[src/rtl/lsu_pkg.sv]
// Shared types and helpers for the load/store unit.
package lsu_pkg;

  typedef enum logic [1:0] {
    MEM_BYTE = 2'b00,
    MEM_HALF = 2'b01,
    MEM_WORD = 2'b10
  } mem_size_e;

  typedef enum logic [1:0] {
    IDLE = 2'b00,
    ACC0 = 2'b01,
    ACC1 = 2'b10
  } lsu_state_e;

  localparam int DATA_W = 32;

  // Unshifted byte-lane mask; the reserved size yields no lanes.
  function automatic logic [7:0] size_mask(input logic [1:0] size);
    case (size)
      MEM_BYTE: size_mask = 8'h01;
      MEM_HALF: size_mask = 8'h03;
      MEM_WORD: size_mask = 8'h0F;
      default:  size_mask = 8'h00;
    endcase
  endfunction

endpackage

[src/rtl/lsu_if.sv]
// Execute-side request/response and memory port B signals of the LSU.
interface lsu_if #(
  parameter int DEPTH = 10
);
  logic             req_valid_i;
  logic             req_ready_o;
  logic             req_we_i;
  logic [1:0]       req_size_i;
  logic             req_unsigned_i;
  logic [31:0]      req_addr_i;
  logic [31:0]      req_wdata_i;
  logic             rsp_valid_o;
  logic [31:0]      rsp_rdata_o;
  logic             rsp_err_o;
  logic             mem_en_o;
  logic [DEPTH-1:0] mem_addr_o;
  logic [3:0]       mem_wsel_byte_o;
  logic [31:0]      mem_wdata_o;
  logic [31:0]      mem_rdata_i;

  modport slave (
    input  req_valid_i, req_we_i, req_size_i, req_unsigned_i, req_addr_i, req_wdata_i,
    input  mem_rdata_i,
    output req_ready_o, rsp_valid_o, rsp_rdata_o, rsp_err_o,
    output mem_en_o, mem_addr_o, mem_wsel_byte_o, mem_wdata_o
  );

  modport master (
    output req_valid_i, req_we_i, req_size_i, req_unsigned_i, req_addr_i, req_wdata_i,
    output mem_rdata_i,
    input  req_ready_o, rsp_valid_o, rsp_rdata_o, rsp_err_o,
    input  mem_en_o, mem_addr_o, mem_wsel_byte_o, mem_wdata_o
  );
endinterface

[src/rtl/lsu_align.sv]
// Combinational lane alignment: byte mask, store-data shift, load shift and extension.
module lsu_align
  import lsu_pkg::*;
(
  input  logic [1:0]  size_i,
  input  logic [1:0]  off_i,
  input  logic        uns_i,
  input  logic [31:0] wdata_i,
  input  logic [31:0] lo_word_i,
  input  logic [31:0] hi_word_i,
  output logic [7:0]  mask_o,
  output logic        split_o,
  output logic [31:0] wdata_lo_o,
  output logic [31:0] wdata_hi_o,
  output logic [31:0] rdata_o
);

  logic [4:0]  sh_amt;
  logic [63:0] wdata_sh;

  function automatic logic [31:0] extend(input logic [63:0] pair, input logic [4:0] sh,
                                         input logic [1:0] size, input logic uns);
    logic [31:0] raw;
    raw = 32'(pair >> sh);
    case (size)
      MEM_BYTE: extend = {{24{~uns & raw[7]}}, raw[7:0]};
      MEM_HALF: extend = {{16{~uns & raw[15]}}, raw[15:0]};
      MEM_WORD: extend = raw;
      default:  extend = 32'h0;
    endcase
  endfunction

  always_comb begin
    sh_amt     = {off_i, 3'b000};
    mask_o     = size_mask(size_i) << off_i;
    split_o    = |mask_o[7:4];
    wdata_sh   = {32'h0, wdata_i} << sh_amt;
    wdata_lo_o = wdata_sh[31:0];
    wdata_hi_o = wdata_sh[63:32];
    rdata_o    = extend({hi_word_i, lo_word_i}, sh_amt, size_i, uns_i);
  end

endmodule

[src/rtl/lsu.sv]
// Load/store unit: one request per handshake, split into one or two word accesses.
module lsu
  import lsu_pkg::*;
#(
  parameter int DEPTH            = 10,
  parameter bit ALLOW_MISALIGNED = 1'b1
) (
  input  logic  clk_i,
  input  logic  rstn_i,
  lsu_if.slave  bus
);

  lsu_state_e       state_q, state_d;
  logic             rsp_valid_q, rsp_valid_d;
  logic             rsp_err_q, rsp_err_d;
  logic [31:0]      rsp_rdata_q, rsp_rdata_d;

  logic             we_q, we_d;
  logic [1:0]       size_q, size_d;
  logic             uns_q, uns_d;
  logic [1:0]       off_q, off_d;
  logic [DEPTH-1:0] widx_q, widx_d;
  logic [31:0]      wdata_q, wdata_d;
  logic [31:0]      word0_q, word0_d;

  logic             mem_en;
  logic [DEPTH-1:0] mem_addr;
  logic [3:0]       mem_wsel;
  logic [31:0]      mem_wdata;
  logic [31:0]      lo_word, hi_word;
  logic [7:0]       mask;
  logic             split, acc_err;
  logic [31:0]      wdata_lo, wdata_hi, ext_rdata;

  lsu_align u_align (
    .size_i     (size_q),
    .off_i      (off_q),
    .uns_i      (uns_q),
    .wdata_i    (wdata_q),
    .lo_word_i  (lo_word),
    .hi_word_i  (hi_word),
    .mask_o     (mask),
    .split_o    (split),
    .wdata_lo_o (wdata_lo),
    .wdata_hi_o (wdata_hi),
    .rdata_o    (ext_rdata)
  );

  assign acc_err = (size_q == 2'b11) || (split && !ALLOW_MISALIGNED);

  always_comb begin
    state_d     = state_q;
    rsp_valid_d = 1'b0;
    rsp_err_d   = rsp_err_q;
    rsp_rdata_d = rsp_rdata_q;
    we_d        = we_q;
    size_d      = size_q;
    uns_d       = uns_q;
    off_d       = off_q;
    widx_d      = widx_q;
    wdata_d     = wdata_q;
    word0_d     = word0_q;
    mem_en      = 1'b0;
    mem_addr    = '0;
    mem_wsel    = 4'h0;
    mem_wdata   = 32'h0;
    lo_word     = word0_q;
    hi_word     = 32'h0;
    case (state_q)
      IDLE: begin
        if (bus.req_valid_i) begin
          we_d    = bus.req_we_i;
          size_d  = bus.req_size_i;
          uns_d   = bus.req_unsigned_i;
          off_d   = bus.req_addr_i[1:0];
          widx_d  = bus.req_addr_i[DEPTH+1:2];
          wdata_d = bus.req_wdata_i;
          state_d = ACC0;
        end
      end
      ACC0: begin
        lo_word = bus.mem_rdata_i;
        if (acc_err) begin
          state_d     = IDLE;
          rsp_valid_d = 1'b1;
          rsp_err_d   = 1'b1;
          rsp_rdata_d = 32'h0;
        end else begin
          mem_en    = 1'b1;
          mem_addr  = widx_q;
          mem_wsel  = we_q ? mask[3:0] : 4'h0;
          mem_wdata = wdata_lo;
          word0_d   = bus.mem_rdata_i;
          if (split && ALLOW_MISALIGNED) begin
            state_d = ACC1;
          end else begin
            state_d     = IDLE;
            rsp_valid_d = 1'b1;
            rsp_err_d   = 1'b0;
            rsp_rdata_d = we_q ? 32'h0 : ext_rdata;
          end
        end
      end
      ACC1: begin
        // Second word wraps modulo the memory depth.
        hi_word     = bus.mem_rdata_i;
        mem_en      = 1'b1;
        mem_addr    = widx_q + DEPTH'(1);
        mem_wsel    = we_q ? mask[7:4] : 4'h0;
        mem_wdata   = wdata_hi;
        state_d     = IDLE;
        rsp_valid_d = 1'b1;
        rsp_err_d   = 1'b0;
        rsp_rdata_d = we_q ? 32'h0 : ext_rdata;
      end
      default: state_d = IDLE;
    endcase
  end

  // Control and response registers
  always_ff @(posedge clk_i or negedge rstn_i) begin
    if (!rstn_i) begin
      state_q     <= IDLE;
      rsp_valid_q <= 1'b0;
      rsp_err_q   <= 1'b0;
      rsp_rdata_q <= 32'h0;
    end else begin
      state_q     <= state_d;
      rsp_valid_q <= rsp_valid_d;
      rsp_err_q   <= rsp_err_d;
      rsp_rdata_q <= rsp_rdata_d;
    end
  end

  // Request and first-word datapath registers
  always_ff @(posedge clk_i) begin
    we_q    <= we_d;
    size_q  <= size_d;
    uns_q   <= uns_d;
    off_q   <= off_d;
    widx_q  <= widx_d;
    wdata_q <= wdata_d;
    word0_q <= word0_d;
  end

  assign bus.req_ready_o     = (state_q == IDLE);
  assign bus.rsp_valid_o     = rsp_valid_q;
  assign bus.rsp_err_o       = rsp_err_q;
  assign bus.rsp_rdata_o     = rsp_rdata_q;
  assign bus.mem_en_o        = mem_en;
  assign bus.mem_addr_o      = mem_addr;
  assign bus.mem_wsel_byte_o = mem_wsel;
  assign bus.mem_wdata_o     = mem_wdata;

endmodule

[src/flat_wrapper.sv]
// flat-port wrapper written by rule: the top's interface ports become plain ports
module lsu_flat import lsu_pkg::*;
#(
  parameter int DEPTH            = 10,
  parameter bit ALLOW_MISALIGNED = 1'b1
)
  (clk_i, rstn_i, bus_req_valid_i, bus_req_we_i, bus_req_size_i, bus_req_unsigned_i, bus_req_addr_i, bus_req_wdata_i, bus_mem_rdata_i, bus_req_ready_o, bus_rsp_valid_o, bus_rsp_rdata_o, bus_rsp_err_o, bus_mem_en_o, bus_mem_addr_o, bus_mem_wsel_byte_o, bus_mem_wdata_o);
  lsu_if #(.DEPTH(DEPTH)) bus_i ();
  input  logic clk_i;
  input  logic rstn_i;
  input wire logic [$bits(bus_i.req_valid_i)-1:0] bus_req_valid_i;
  input wire logic [$bits(bus_i.req_we_i)-1:0] bus_req_we_i;
  input wire logic [$bits(bus_i.req_size_i)-1:0] bus_req_size_i;
  input wire logic [$bits(bus_i.req_unsigned_i)-1:0] bus_req_unsigned_i;
  input wire logic [$bits(bus_i.req_addr_i)-1:0] bus_req_addr_i;
  input wire logic [$bits(bus_i.req_wdata_i)-1:0] bus_req_wdata_i;
  input wire logic [$bits(bus_i.mem_rdata_i)-1:0] bus_mem_rdata_i;
  output wire logic [$bits(bus_i.req_ready_o)-1:0] bus_req_ready_o;
  output wire logic [$bits(bus_i.rsp_valid_o)-1:0] bus_rsp_valid_o;
  output wire logic [$bits(bus_i.rsp_rdata_o)-1:0] bus_rsp_rdata_o;
  output wire logic [$bits(bus_i.rsp_err_o)-1:0] bus_rsp_err_o;
  output wire logic [$bits(bus_i.mem_en_o)-1:0] bus_mem_en_o;
  output wire logic [$bits(bus_i.mem_addr_o)-1:0] bus_mem_addr_o;
  output wire logic [$bits(bus_i.mem_wsel_byte_o)-1:0] bus_mem_wsel_byte_o;
  output wire logic [$bits(bus_i.mem_wdata_o)-1:0] bus_mem_wdata_o;
  assign bus_i.req_valid_i = bus_req_valid_i;
  assign bus_i.req_we_i = bus_req_we_i;
  assign bus_i.req_size_i = bus_req_size_i;
  assign bus_i.req_unsigned_i = bus_req_unsigned_i;
  assign bus_i.req_addr_i = bus_req_addr_i;
  assign bus_i.req_wdata_i = bus_req_wdata_i;
  assign bus_i.mem_rdata_i = bus_mem_rdata_i;
  assign bus_req_ready_o = bus_i.req_ready_o;
  assign bus_rsp_valid_o = bus_i.rsp_valid_o;
  assign bus_rsp_rdata_o = bus_i.rsp_rdata_o;
  assign bus_rsp_err_o = bus_i.rsp_err_o;
  assign bus_mem_en_o = bus_i.mem_en_o;
  assign bus_mem_addr_o = bus_i.mem_addr_o;
  assign bus_mem_wsel_byte_o = bus_i.mem_wsel_byte_o;
  assign bus_mem_wdata_o = bus_i.mem_wdata_o;
  lsu #(.DEPTH(DEPTH), .ALLOW_MISALIGNED(ALLOW_MISALIGNED)) u_core (.clk_i(clk_i), .rstn_i(rstn_i), .bus(bus_i));
endmodule
[config.mk]
export PLATFORM = sky130hd
export DESIGN_NAME = lsu_flat
export DESIGN_NICKNAME = d
export VERILOG_FILES = /design/src/rtl/lsu_pkg.sv /design/src/rtl/lsu_if.sv /design/src/rtl/lsu_align.sv /design/src/rtl/lsu.sv /design/src/flat_wrapper.sv
export SDC_FILE = /design/constraint.sdc
export NUM_CORES = 1
export LEC_CHECK = 0
export ABC_CLOCK_PERIOD_IN_PS = 6400
export BUFFER_PORTS_ARGS = -buffer_cell sky130_fd_sc_hd__buf_2
export CAP_MARGIN = 30
export CORE_ASPECT_RATIO = 1.75
export CORE_MARGIN = 10
export CORE_UTILIZATION = 40
export CTS_BUF_LIST = sky130_fd_sc_hd__clkbuf_8 sky130_fd_sc_hd__clkbuf_16
export DETAILED_ROUTE_END_ITERATION = 10
export GPL_ROUTABILITY_DRIVEN = 0
export SYNTH_ARGS = -nofsm -noshare
export SYNTH_HDL_FRONTEND = slang
export SYNTH_SLANG_ARGS = --single-unit
[constraint.sdc]
create_clock -name clk_i -period 6.4 [get_ports clk_i]
set_clock_uncertainty 0.05 [all_clocks]
set_input_delay 1.92 -clock clk_i [delete_from_list [all_inputs] [get_ports clk_i]]
set_output_delay 1.92 -clock clk_i [all_outputs]
set_load 0.02 [all_outputs]
==> results by group, run 1 <==
Pwr
  – Seq pwr share: 0.317
  – Gate power share: 0.429
  – LEAKAGE: approximately 3.6 nW
  – Sw frac: 0.402
  – Switch Pwr: 0.00152 W
  – Internal power: about 0.0023 W
  – Part of the power in the clock network: 0.254
  – Worst vdd ir: about 0.22 mV
  – Power per cell area: about 450 mW/mm^2

Synthesis
  – Yosys top cell area share: 0.358
  – Synth Cell Area: 0.00672 sq mm
  – Number of cells produced by synthesis: 589
  – Post-Syn Area per Cell: about 11 sq um
  – Most frequent cell after synthesis: edfxtp_1
  – Synth unique cells: 53
  – EDFF count, synth: 80
  – Sequential area share after synthesis: 0.492
  – Yosys top cell by area: edfxtp_1
  – Synth Flop Type: edfxtp_1
  – Flops & latches, synth: about 120
  – Synth area leaders: edfxtp_1 36%, dfrtp_1 13%, mux2i_1 11%
  – Top post-synthesis cells by count: 80 x edfxtp_1, 76 x mux2i_1, 39 x nand2_1, 39 x nor2b_1, 36 x dfrtp_1
  – Post-Syn Nets: roughly 700
  – Ys Warns: 0
  – Asr flop ratio synth: 0.310

STA
  – Max Slew Vio Count: 0
  – Setup tns final: 0 ps
  – Normalized max-slew margin: 0.368
  – Tmin final: around 5200 ps
  – Worst Tran Pin Value: about 950 ps
  – RSZ-0062 raised after global routing: false
  – Final worst path period share: 0.814
  – F_max: between 0.15 and 0.2 GHz
  – Final Hold Viols: 0
  – Setup ws final: approximately 1200 ps
  – Endpoints failing setup: 0

Hold path
  – Hold Path Class: register to register

Cells and area
  – Share of cells above drive strength 1: 0.317
  – Synth-to-layout area growth: 24.3%
  – # nets final: about 850
  – Final core utilization: 0.508
  – Fill cells: 1555

Global route
  – Initial antenna violation count: 2
  – First-pass GRT wire length: around 33 mm
  – Vias in the first global route: roughly 6000
  – Total gr overflow: 0
  – GRT Util Overall: 0.184
  – Largest net degree at the start of global routing: 102

Drt
  – Detailed Route WL: approximately 21 mm
  – Drt pass-1 iters: 4
  – Vias per cell: approximately 5.6
  – Met1 WL: 7.64 mm
  – Vias: between 5000 and 6000
  – DRC Markers: 0
  – WL met2: 11.4 mm
  – Routed length per instance: roughly 21 um
  – Top Layer Used: met5
  – Routed length on met3: 1.18 mm
  – Post-route ant nets: 0
  – Initial DRC Count: approximately 280

Clock network
  – Clock-pin slew on the worst setup and hold paths: 60 ps
  – TritonCTS Buffers: 17
  – Max H-tree Level: 4
  – Clk sinks: about 120
  – Cts hold-fix bufs: 0
  – CTS max path bufs: 2
  – TritonCTS clock tree: built
  – Root Driver: clkbuf_16
  – Cts repair resizes: 0
  – Skew-Pair Late Insertion Delay: 410 ps
  – Postcts setup bufs: 0

Setup path
  – Worst Setup Path Type: register to primary output
  – Worst setup SP type: register
  – CP endpoint kind: primary output
  – R2R Setup Slk: around 3400 ps
  – Arrival time worst endpoint: ~3200 ps
  – Crit path max fanout: 10
  – Required time of the critical path: between 4000 and 5000 ps

Place
  – HPWL Detailed: 15.2 mm
  – Number of port buffers: between 150 and 200
  – Setup WS pre-CTS: around 1600 ps

Floorplanning
  – # rows: between 60 and 70
  – Die width: roughly 120 um
  – Core area: between 0.015 and 0.02 sq mm
  – Die area: between 0.02 and 0.025 sq mm
  – Die Y: ~190 um
  – # IOs: between 150 and 200
  – Initial core utilization: 0.409

Job
  – MaxCap Viol Count: 0

Status
  – Outcome: complete, no violations
[worst max-delay path: stages, from the launching register on]
cell and delay [ps]:
edfxtp_1 440, ha_1 300, or2b_1 240, buf_4 180, clkinv_1 60, nand2_1 280, nor2_1 740, a22oi_1 190
nor2b_1 190, buf_2 190
[final cells by class]
class / count / area, sq um / share of cell area
Timing Repair Buffer: 179 / 965 / 0.115
Clock buffer: 20 / 489 / 0.0586
Clock inverter: 12 / 114 / 0.0136
Multi-Input combinational cell: 418 / 3160 / 0.379
Antenna cell: 2 / 5.00 / 0.000599
Sequential cell: 116 / 3300 / 0.395
Inverter: 9 / 33.8 / 0.00404
Tap cell: 224 / 280 / 0.0336
[sequential cells by signal, indices dropped and copies added, names as in the netlist]
name,flops
u_core.off_q,2
u_core.word0_q,32
u_core.bus.rsp_err_o,1
u_core.wdata_q,32
u_core.uns_q,1
u_core.size_q,2
u_core.bus.rsp_valid_o,1
u_core.widx_q,10
u_core.we_q,1
u_core.state_q,2
u_core.bus.rsp_rdata_o,32
[per-layer routing]
metal,up-vias,GRT usage
li1,2567,-
met3,38,0.0476
met5,-,0
met2,185,0.336
met1,2662,0.189
met4,2,0.0960
[through the flow]
step / cell area (sq um) / hold WS [ps] / power, W / instances
global placement: 7700 / 406 / 0.00280 / 943
CTS: 8350 / 429 / 0.00382 / 978
global route: 8350 / 451 / 0.00401 / 978
floorplan: 6720 / 435 / 0.00232 / 589
detailed placement: 7740 / 416 / 0.00285 / 946
finish: 8350 / 425 / 0.00378 / 980
[power by group through the flow]
stage	clock [W]	combinational (W)	sequential (W)
final	0.000962	0.00162	0.00120
after global routing	0.00102	0.00177	0.00122
after CTS	0.000980	0.00164	0.00120
after detailed placement	0	0.00164	0.00121
after global placement	0	0.00160	0.00120
after floorplan	0	0.00103	0.00129
[path summary, 6_finish.rpt]
| path | start | end | cells after the start |
|---|---|---|---|
| setup / recovery | u_core.size_q[1] | bus_mem_wdata_o[5] | 9 |
| hold / removal | u_core.bus.rsp_rdata_o[1] | u_core.bus.rsp_rdata_o[1] | 2 |
| setup reg to reg | u_core.size_q[0] | u_core.bus.rsp_rdata_o[27] | 7 |
| hold reg to reg | u_core.bus.rsp_rdata_o[1] | u_core.bus.rsp_rdata_o[1] | 2 |
| max in group asynchronous | rstn_i | u_core.state_q[0] | 1 |
| min in group asynchronous | rstn_i | u_core.bus.rsp_rdata_o[1] | 1 |
[logic make-up (layout without fill, tap and decap cells)]
logic type / count (synthesis) / count (layout) / synth area share
AOI/OAI and AO/OA: 156 / 156 / 0.168
and+or+nand+nor: 153 / 153 / 0.121
buffers and inverters: 55 / 220 / 0.0378
adders and majority gates: 9 / 9 / 0.0168
DFF: 116 / 116 / 0.492
xor gates and xnor gates: 7 / 7 / 0.00912
other: 0 / 2 / 0
muxes: 93 / 93 / 0.155
[placed cells by master, fill, tap and decap left out, types with 4 or more instances in the layout]
cell type,instances
a211oi_1,11
a21boi_0,4
a21oi_1,10
a221o_1,7
a22o_1,9
a22oi_1,21
a311o_2,4
a31oi_1,4
a32oi_1,4
and2_1,21
buf_2,164
buf_4,11
clkbuf_16,19
clkinv_4,4
dfrtp_1,36
edfxtp_1,80
ha_1,9
inv_1,8
mux2_2,9
mux2i_1,76
mux4_2,8
nand2_1,39
nand2b_1,6
nand3_1,15
nor2_1,17
nor2b_1,39
nor3_1,4
o211ai_1,7
o21ai_0,34
o22ai_1,14
o31ai_1,6
o32ai_1,10
xor2_1,5
Note: power is estimated with default switching activity, not from simulation.
==> run 2: changes to the inputs <==
--- a/config.mk
+++ b/config.mk
@@ -5,7 +5,8 @@
 export SDC_FILE = /design/constraint.sdc
 export NUM_CORES = 1
 export LEC_CHECK = 0
-export ABC_CLOCK_PERIOD_IN_PS = 6400
+export ABC_AREA = 1
+export ABC_CLOCK_PERIOD_IN_PS = 4450
 export BUFFER_PORTS_ARGS = -buffer_cell sky130_fd_sc_hd__buf_2
 export CAP_MARGIN = 30
 export CORE_ASPECT_RATIO = 1.75
@@ -14,6 +15,7 @@
 export CTS_BUF_LIST = sky130_fd_sc_hd__clkbuf_8 sky130_fd_sc_hd__clkbuf_16
 export DETAILED_ROUTE_END_ITERATION = 10
 export GPL_ROUTABILITY_DRIVEN = 0
+export PLACE_DENSITY = 0.66
 export SYNTH_ARGS = -nofsm -noshare
 export SYNTH_HDL_FRONTEND = slang
 export SYNTH_SLANG_ARGS = --single-unit
==> constraint.sdc (replaced) <==
create_clock -name clk_i -period 4.45 [get_ports clk_i]
set_clock_uncertainty 0.05 [all_clocks]
set_input_delay 1.335 -clock clk_i [delete_from_list [all_inputs] [get_ports clk_i]]
set_output_delay 1.335 -clock clk_i [all_outputs]
set_load 0.02 [all_outputs]
==> results by group, run 2 <==
Status
  – Outcome: complete, no violations

Floorplanning
  – Core area: 0.0170 sq mm (+3.5%)
  – Die Y: 195 um (+1.6%)
  – Initial core utilization: 0.409 (+0.000546)
  – # rows: 63 (+1.6%)
  – Die width: 120 um (+1.5%)
  – # IOs: 185 (unchanged)
  – Die area: 0.0233 sq mm (+3.2%)

Drt
  – Post-route ant nets: 0 (unchanged)
  – Vias: 6845 (+26%)
  – Vias per cell: 5.25 (-5.7%)
  – Routed length per instance: 17.5 um (-19%)
  – Detailed Route WL: 22.8 mm (+8.4%)
  – Drt pass-1 iters: 5 (+1)
  – Initial DRC Count: 455 (+65%)
  – DRC Markers: 0 (unchanged)

Setup path
  – Arrival time worst endpoint: 2680 ps (-560 ps)
  – Crit-path max cell delay: 780 ps (+40 ps)
  – Reg-to-Reg End: u_core.bus.rsp_rdata_o[3]
  – Worst path slowest cell: edfxtp_1
  – CP Cell Sequence: nand2_1, nor2_2, nand2_1, a31oi_1, buf_2
  – CP endpoint kind: primary output
  – R2R depth: 10 (+3)
  – Worst Setup Path Type: register to primary output
  – R2R Setup Slk: 1600 ps (-1790 ps)
  – Reg2reg start: u_core.off_q[0]
  – Crit path max fanout: 12 (+2)
  – Required time of the critical path: 3060 ps (-1370 ps)
  – Most used cell, CP: nand2_1
  – Worst setup SP type: register

Hold path
  – Hold depth: 2 (unchanged)
  – Hold Path Sink: u_core.bus.rsp_rdata_o[13]
  – HP Start: u_core.bus.rsp_rdata_o[13]
  – Hold Path Class: register to register

Synthesis
  – Most frequent cell after synthesis: nand2_1
  – Top post-synthesis cells by count: 387 x nand2_1, 113 x nand3_1, 80 x edfxtp_1, 49 x o21ai_0, 48 x a21oi_1
  – Ys Warns: 0 (unchanged)
  – EDFF count, synth: 80 (unchanged)
  – Yosys top cell by area: edfxtp_1
  – Synth Flop Type: edfxtp_1
  – Flops & latches, synth: 116 (unchanged)
  – Sequential area share after synthesis: 0.474 (-0.0174)
  – Synth unique cells: 36 (-32%)
  – Yosys top cell area share: 0.345 (-0.0127)
  – Post-Syn Nets: 1030 (+47%)
  – Synth area leaders: edfxtp_1 34%, nand2_1 21%, dfrtp_1 13%
  – Synth Cell Area: 0.00697 sq mm (+3.7%)
  – Asr flop ratio synth: 0.310 (unchanged)
  – Post-Syn Area per Cell: 7.59 sq um (-33%)
  – Number of cells produced by synthesis: 918 (+56%)

Global route
  – Largest net degree at the start of global routing: 76 (-25%)
  – Total gr overflow: 0 (unchanged)
  – Vias in the first global route: 6661 (+11%)
  – First-pass GRT wire length: 35.2 mm (+7.4%)
  – Initial antenna violation count: 8 (+6)
  – GRT Util Overall: 0.190 (+0.00646)

Clock network
  – Cts repair resizes: 0 (unchanged)
  – Clk sinks: 116 (unchanged)
  – Skew-Pair Late Insertion Delay: 420 ps (about the same)
  – Root Driver: clkbuf_16
  – CTS max path bufs: 2 (unchanged)
  – Cts hold-fix bufs: 0 (unchanged)
  – Max H-tree Level: 4 (unchanged)
  – Clock-pin slew on the worst setup and hold paths: 60 ps (about the same)
  – TritonCTS Buffers: 17 (unchanged)
  – Postcts setup bufs: 0 (unchanged)
  – TritonCTS clock tree: built

STA
  – Worst Tran Pin Value: 805 ps (-141 ps)
  – Setup ws final: 381 ps (-809 ps)
  – Tmin final: just over 4000 ps
  – Endpoints failing setup: 0 (unchanged)
  – F_max: 0.246 GHz
  – Final Hold Viols: 0 (unchanged)
  – Final worst path period share: 0.914
  – Worst hold slack: 421 ps (-3.74 ps)
  – Setup tns final: 0 ps (unchanged)
  – Max Slew Vio Count: 0 (unchanged)
  – RSZ-0062 raised after global routing: false
  – Normalized max-slew margin: 0.463 (+0.0953)

Place
  – Setup WS pre-CTS: 875 ps (-741 ps)
  – HPWL Detailed: 16.5 mm (+8.6%)
  – Number of port buffers: 164 (unchanged)

Cells and area
  – Commonest cells after routing, fill and taps aside: 387 x nand2_1, 164 x buf_2, 113 x nand3_1, 80 x edfxtp_1, 49 x o21ai_0
  – Most common cell after layout, fill and taps aside: nand2_1
  – # nets final: 1171 (+37%)
  – Final core utilization: 0.497 (-0.0114)
  – Synth-to-layout area growth: 21.4%
  – Share of cells above drive strength 1: 0.211 (-0.106)

Pwr
  – Power per cell area: 672 mW/mm^2 (+48%)
  – Worst vdd ir: 0.290 mV (+33%)
  – LEAKAGE: 4.14 nW (+15%)

Job
  – MaxCap Viol Count: 0 (unchanged)
run 2: cell count changes in the layout (fill, tap and decap cells not counted), moves of 10 or more:
cell and change:
a211oi_1 -11, a21oi_1 +38, a22oi_1 -21, and2_1 -21, inv_1 +37, mux2i_1 -76, nand2_1 +348, nand3_1 +98
nor2_1 +20, nor2b_1 -39, o21ai_0 +15, o22ai_1 -13, o32ai_1 -10
run 2: where the power goes:
part	switching [W]	leakage (nW)	internal [W]	total, W
clock network	0.000514	0.285	0.000873	0.00139
registers	0.000146	1.24	0.00153	0.00168
logic	0.00190	2.62	0.000713	0.00261
total	0.00256	4.14	0.00312	0.00568
run 2: logic make-up after synthesis:
| group | after synthesis | share of synthesized area |
|---|---|---|
| buffers and inverters | 105 | 0.0731 |
| adders and majority gates | 9 | 0.0162 |
| AOI/OAI and AO/OA | 123 | 0.0957 |
| and+or+nand+nor | 565 | 0.341 |
| DFF | 116 | 0.474 |
run 2: worst max-delay path, delay by kind of cell, from the launching register on:
family	cells	cell delay, ps
AND/OR/NAND/NOR	3	1030
flip-flops	1	780
AO/OA/AOI/OAI	1	230
buffers and inverters	1	210
run 2: worst max-delay path by stage:
| stage | cells past startpoint | startpoint | to | slack [ps] |
|---|---|---|---|---|
| floorplan | 8 | u_core.size_q[1] | bus_mem_wdata_o[0] | 1050 |
| global placement | 8 | u_core.state_q[1] | bus_mem_addr_o[3] | 920 |
| detailed placement | 5 | u_core.off_q[1] | bus_mem_wdata_o[16] | 880 |
| CTS | 5 | u_core.off_q[1] | bus_mem_wdata_o[16] | 410 |
| global route | 5 | u_core.off_q[1] | bus_mem_wdata_o[16] | 220 |
| finish | 5 | u_core.off_q[1] | bus_mem_wdata_o[16] | 380 |
run 2: final cells by class:
cell class	count	area, sq um
fill	1754	8570
sequential	116	3300
multi-input combinational	697	3150
timing repair buffer	173	901
clock buffer	17	425
tap	227	284
inverter	54	210
clock inverter	15	165
antenna	5	12.5
run 2: metal layers:
metal	routed length, um	up-vias	track usage
li1	-	3321	-
met1	7950	3160	0.187
met2	12100	299	0.342
met3	1710	63	0.0531
met4	1010	2	0.116
met5	13	-	0
run 2: metrics by stage:
stage / total power, W / instances / cell area [sq um]
floorplan: 0.00357 / 918 / 6970
detailed placement: 0.00430 / 1266 / 7830
finish: 0.00568 / 1304 / 8450
CTS: 0.00570 / 1298 / 8420
global route: 0.00607 / 1304 / 8450
global placement: 0.00427 / 1266 / 7830
==> run 3: changes to the inputs <==
--- a/config.mk
+++ b/config.mk
@@ -5,7 +5,6 @@
 export SDC_FILE = /design/constraint.sdc
 export NUM_CORES = 1
 export LEC_CHECK = 0
-export ABC_AREA = 1
 export ABC_CLOCK_PERIOD_IN_PS = 4450
 export BUFFER_PORTS_ARGS = -buffer_cell sky130_fd_sc_hd__buf_2
 export CAP_MARGIN = 30
@@ -15,7 +14,7 @@
 export CTS_BUF_LIST = sky130_fd_sc_hd__clkbuf_8 sky130_fd_sc_hd__clkbuf_16
 export DETAILED_ROUTE_END_ITERATION = 10
 export GPL_ROUTABILITY_DRIVEN = 0
-export PLACE_DENSITY = 0.66
 export SYNTH_ARGS = -nofsm -noshare
 export SYNTH_HDL_FRONTEND = slang
+export SYNTH_HIERARCHICAL = 1
 export SYNTH_SLANG_ARGS = --single-unit
==> results by group, run 3 <==
Clock network
  – CTS max path bufs: 2 (unchanged)
  – Max H-tree Level: 4 (unchanged)
  – Postcts setup bufs: 0 (unchanged)
  – TritonCTS Buffers: 17 (unchanged)
  – Root Driver: clkbuf_16
  – Cts repair resizes: 0 (unchanged)
  – TritonCTS clock tree: built
  – Cts hold-fix bufs: 0 (unchanged)
  – Clk sinks: 116 (unchanged)
  – Clock-pin slew on the worst setup and hold paths: 60 ps (about the same)
  – Skew-Pair Late Insertion Delay: 420 ps (about the same)

Floorplanning
  – # IOs: 185 (unchanged)
  – Die width: 124 um (+3.9%)
  – # rows: 66 (+4.8%)
  – Die area: 0.0252 sq mm (+8.3%)
  – Die Y: 203 um (+4.2%)
  – Core area: 0.0187 sq mm (+9.6%)
  – Initial core utilization: 0.409 (about the same)

Synthesis
  – Synth Cell Area: 0.00763 sq mm (+9.6%)
  – Number of cells produced by synthesis: 678 (-26%)
  – Ys Warns: 6 (+6)
  – Post-Syn Area per Cell: 11.3 sq um (+48%)

Cells and area
  – Fill cells: 1780 (+1.5%)
  – # nets final: 926 (-21%)
  – Share of cells above drive strength 1: 0.335 (+0.124)
  – Commonest cells after routing, fill and taps aside: 164 x buf_2, 80 x edfxtp_1, 48 x mux2i_1, 43 x mux2_2, 42 x nor2b_1
  – Design area: 0.00912 sq mm (+7.8%)
  – Synth-to-layout area growth: 19.4%
  – Multi-input logic area: 0.00390 sq mm (+24%)
  – Register area: 0.00330 sq mm (unchanged)
  – Most common cell after layout, fill and taps aside: buf_2

Drt
  – Detailed Route WL: 22.2 mm (-2.4%)
  – Vias: 5893 (-14%)
  – Drt pass-1 iters: 5 (unchanged)
  – Initial DRC Count: 269 (-41%)
  – Routed length per instance: 20.8 um (+19%)
  – Post-route ant nets: 0 (unchanged)
  – DRC Markers: 0 (unchanged)
  – Vias per cell: 5.53 (+5.3%)

Setup path
  – Required time of the critical path: 3060 ps (about the same)
  – CP Cell Sequence: nor2b_1, nand2_1, o21ai_0, a22oi_1, nor2b_1, buf_2
  – Crit-path max cell delay: 830 ps (+50 ps)
  – Arrival time worst endpoint: 2600 ps (-80 ps)
  – Worst Setup Path Type: register to primary output
  – CP endpoint kind: primary output
  – Crit path buffers/inverters: 1 (unchanged)
  – Most used cell, CP: nor2b_1
  – Worst setup SP type: register
  – Worst path slowest cell: nor2b_1
  – Crit path max fanout: 17 (+5)
  – Family with the most delay on the worst path: simple AND/OR/NAND/NOR gates

Global route
  – First-pass GRT wire length: 34.6 mm (-1.7%)
  – Vias in the first global route: 6286 (-5.6%)
  – Initial antenna violation count: 4 (-4)
  – Total gr overflow: 0 (unchanged)
  – Largest net degree at the start of global routing: 70 (-7.9%)
  – GRT Util Overall: 0.172 (-0.0187)

STA
  – Worst Tran Pin Value: 959 ps (+154 ps)
  – Max Slew Vio Count: 0 (unchanged)
  – Setup tns final: 0 ps (unchanged)
  – Tmin final: 3990 ps (-81.7 ps)
  – Final worst path period share: 0.896 (-0.0184)
  – RSZ-0062 raised after global routing: false
  – Final Hold Viols: 0 (unchanged)
  – Normalized max-slew margin: 0.359 (-0.104)
  – F_max: 0.251 GHz (+2.0%)
  – Endpoints failing setup: 0 (unchanged)

Pwr
  – Power per cell area: 636 mW/mm^2 (-5.3%)
  – LEAKAGE: 4.06 nW (-2.0%)
  – Worst vdd ir: 0.380 mV (+31%)

Place
  – HPWL Detailed: 16.2 mm (-1.7%)
  – Number of port buffers: 164 (unchanged)
  – Placed Instance Area: 0.00853 sq mm (+8.9%)

Hold path
  – Hold Path Class: register to register

Job
  – MaxCap Viol Count: 0 (unchanged)

Status
  – Outcome: complete, no violations
## run 3: path summary, 6_finish.rpt
check / endpoint / from / slack (ps) / cells after the start
setup / recovery: bus_mem_wdata_o[20] / u_core/off_q[1] / 460 / 6
hold / removal: u_core/bus.rsp_rdata_o[2] / u_core/bus.rsp_rdata_o[2] / 430 / 1
setup reg to reg: u_core/bus.rsp_rdata_o[29] / u_core/state_q[1] / 1010 / 9
hold reg to reg: u_core/bus.rsp_rdata_o[2] / u_core/bus.rsp_rdata_o[2] / 430 / 1
max in group asynchronous: u_core/bus.rsp_rdata_o[10] / rstn_i / 2860 / 1
min in group asynchronous: u_core/bus.rsp_valid_o / rstn_i / 970 / 1
## run 3: power by group
part,internal [W],leakage [nW],switching [W],total [W]
Sequential,0.00153,1.25,0.000169,0.00170
Clock,0.000846,0.303,0.000492,0.00134
Combinational,0.00111,2.52,0.00165,0.00276
## run 3: routing by layer
| layer | vias up | global-route usage | part of all wire |
|---|---|---|---|
| met5 | - | 0 | 0.0015 |
| met4 | 6 | 0.0860 | 0.034 |
| met3 | 40 | 0.0535 | 0.057 |
| met2 | 193 | 0.317 | 0.55 |
| met1 | 2893 | 0.168 | 0.36 |
| li1 | 2761 | - | - |
## run 3: stage by stage
stage,setup slack (ps),hold WS (ps),utilization,total power [W],instances
2_1_floorplan,967,442,-,0.00372,686
3_3_place_gp,890,412,0.456,0.00438,1032
3_5_place_dp,832,422,0.457,0.00449,1033
4_1_cts,475,435,0.488,0.00586,1065
5_1_grt,293,444,0.489,0.00612,1066
6_report,463,427,0.489,0.00580,1066
## run 3: final cells by class
class | count | area share
sequential | 116 | 0.362
clock buffer | 23 | 0.0594
timing repair buffer | 177 | 0.105
clock inverter | 9 | 0.00480
multi-input combinational | 483 | 0.428
tap | 238 | 0.0327
inverter | 19 | 0.00782
antenna | 1 | 0.000274
## run 3: worst reg2reg max path, cell delays in order (launching register included)
cell and delay [ps]:
dfrtp_1 390, inv_1 100, ha_1 170, buf_4 400, mux2_2 450, mux4_2 540
a32oi_4 500, o21ai_0 200, and3b_1 210, mux2_1 300
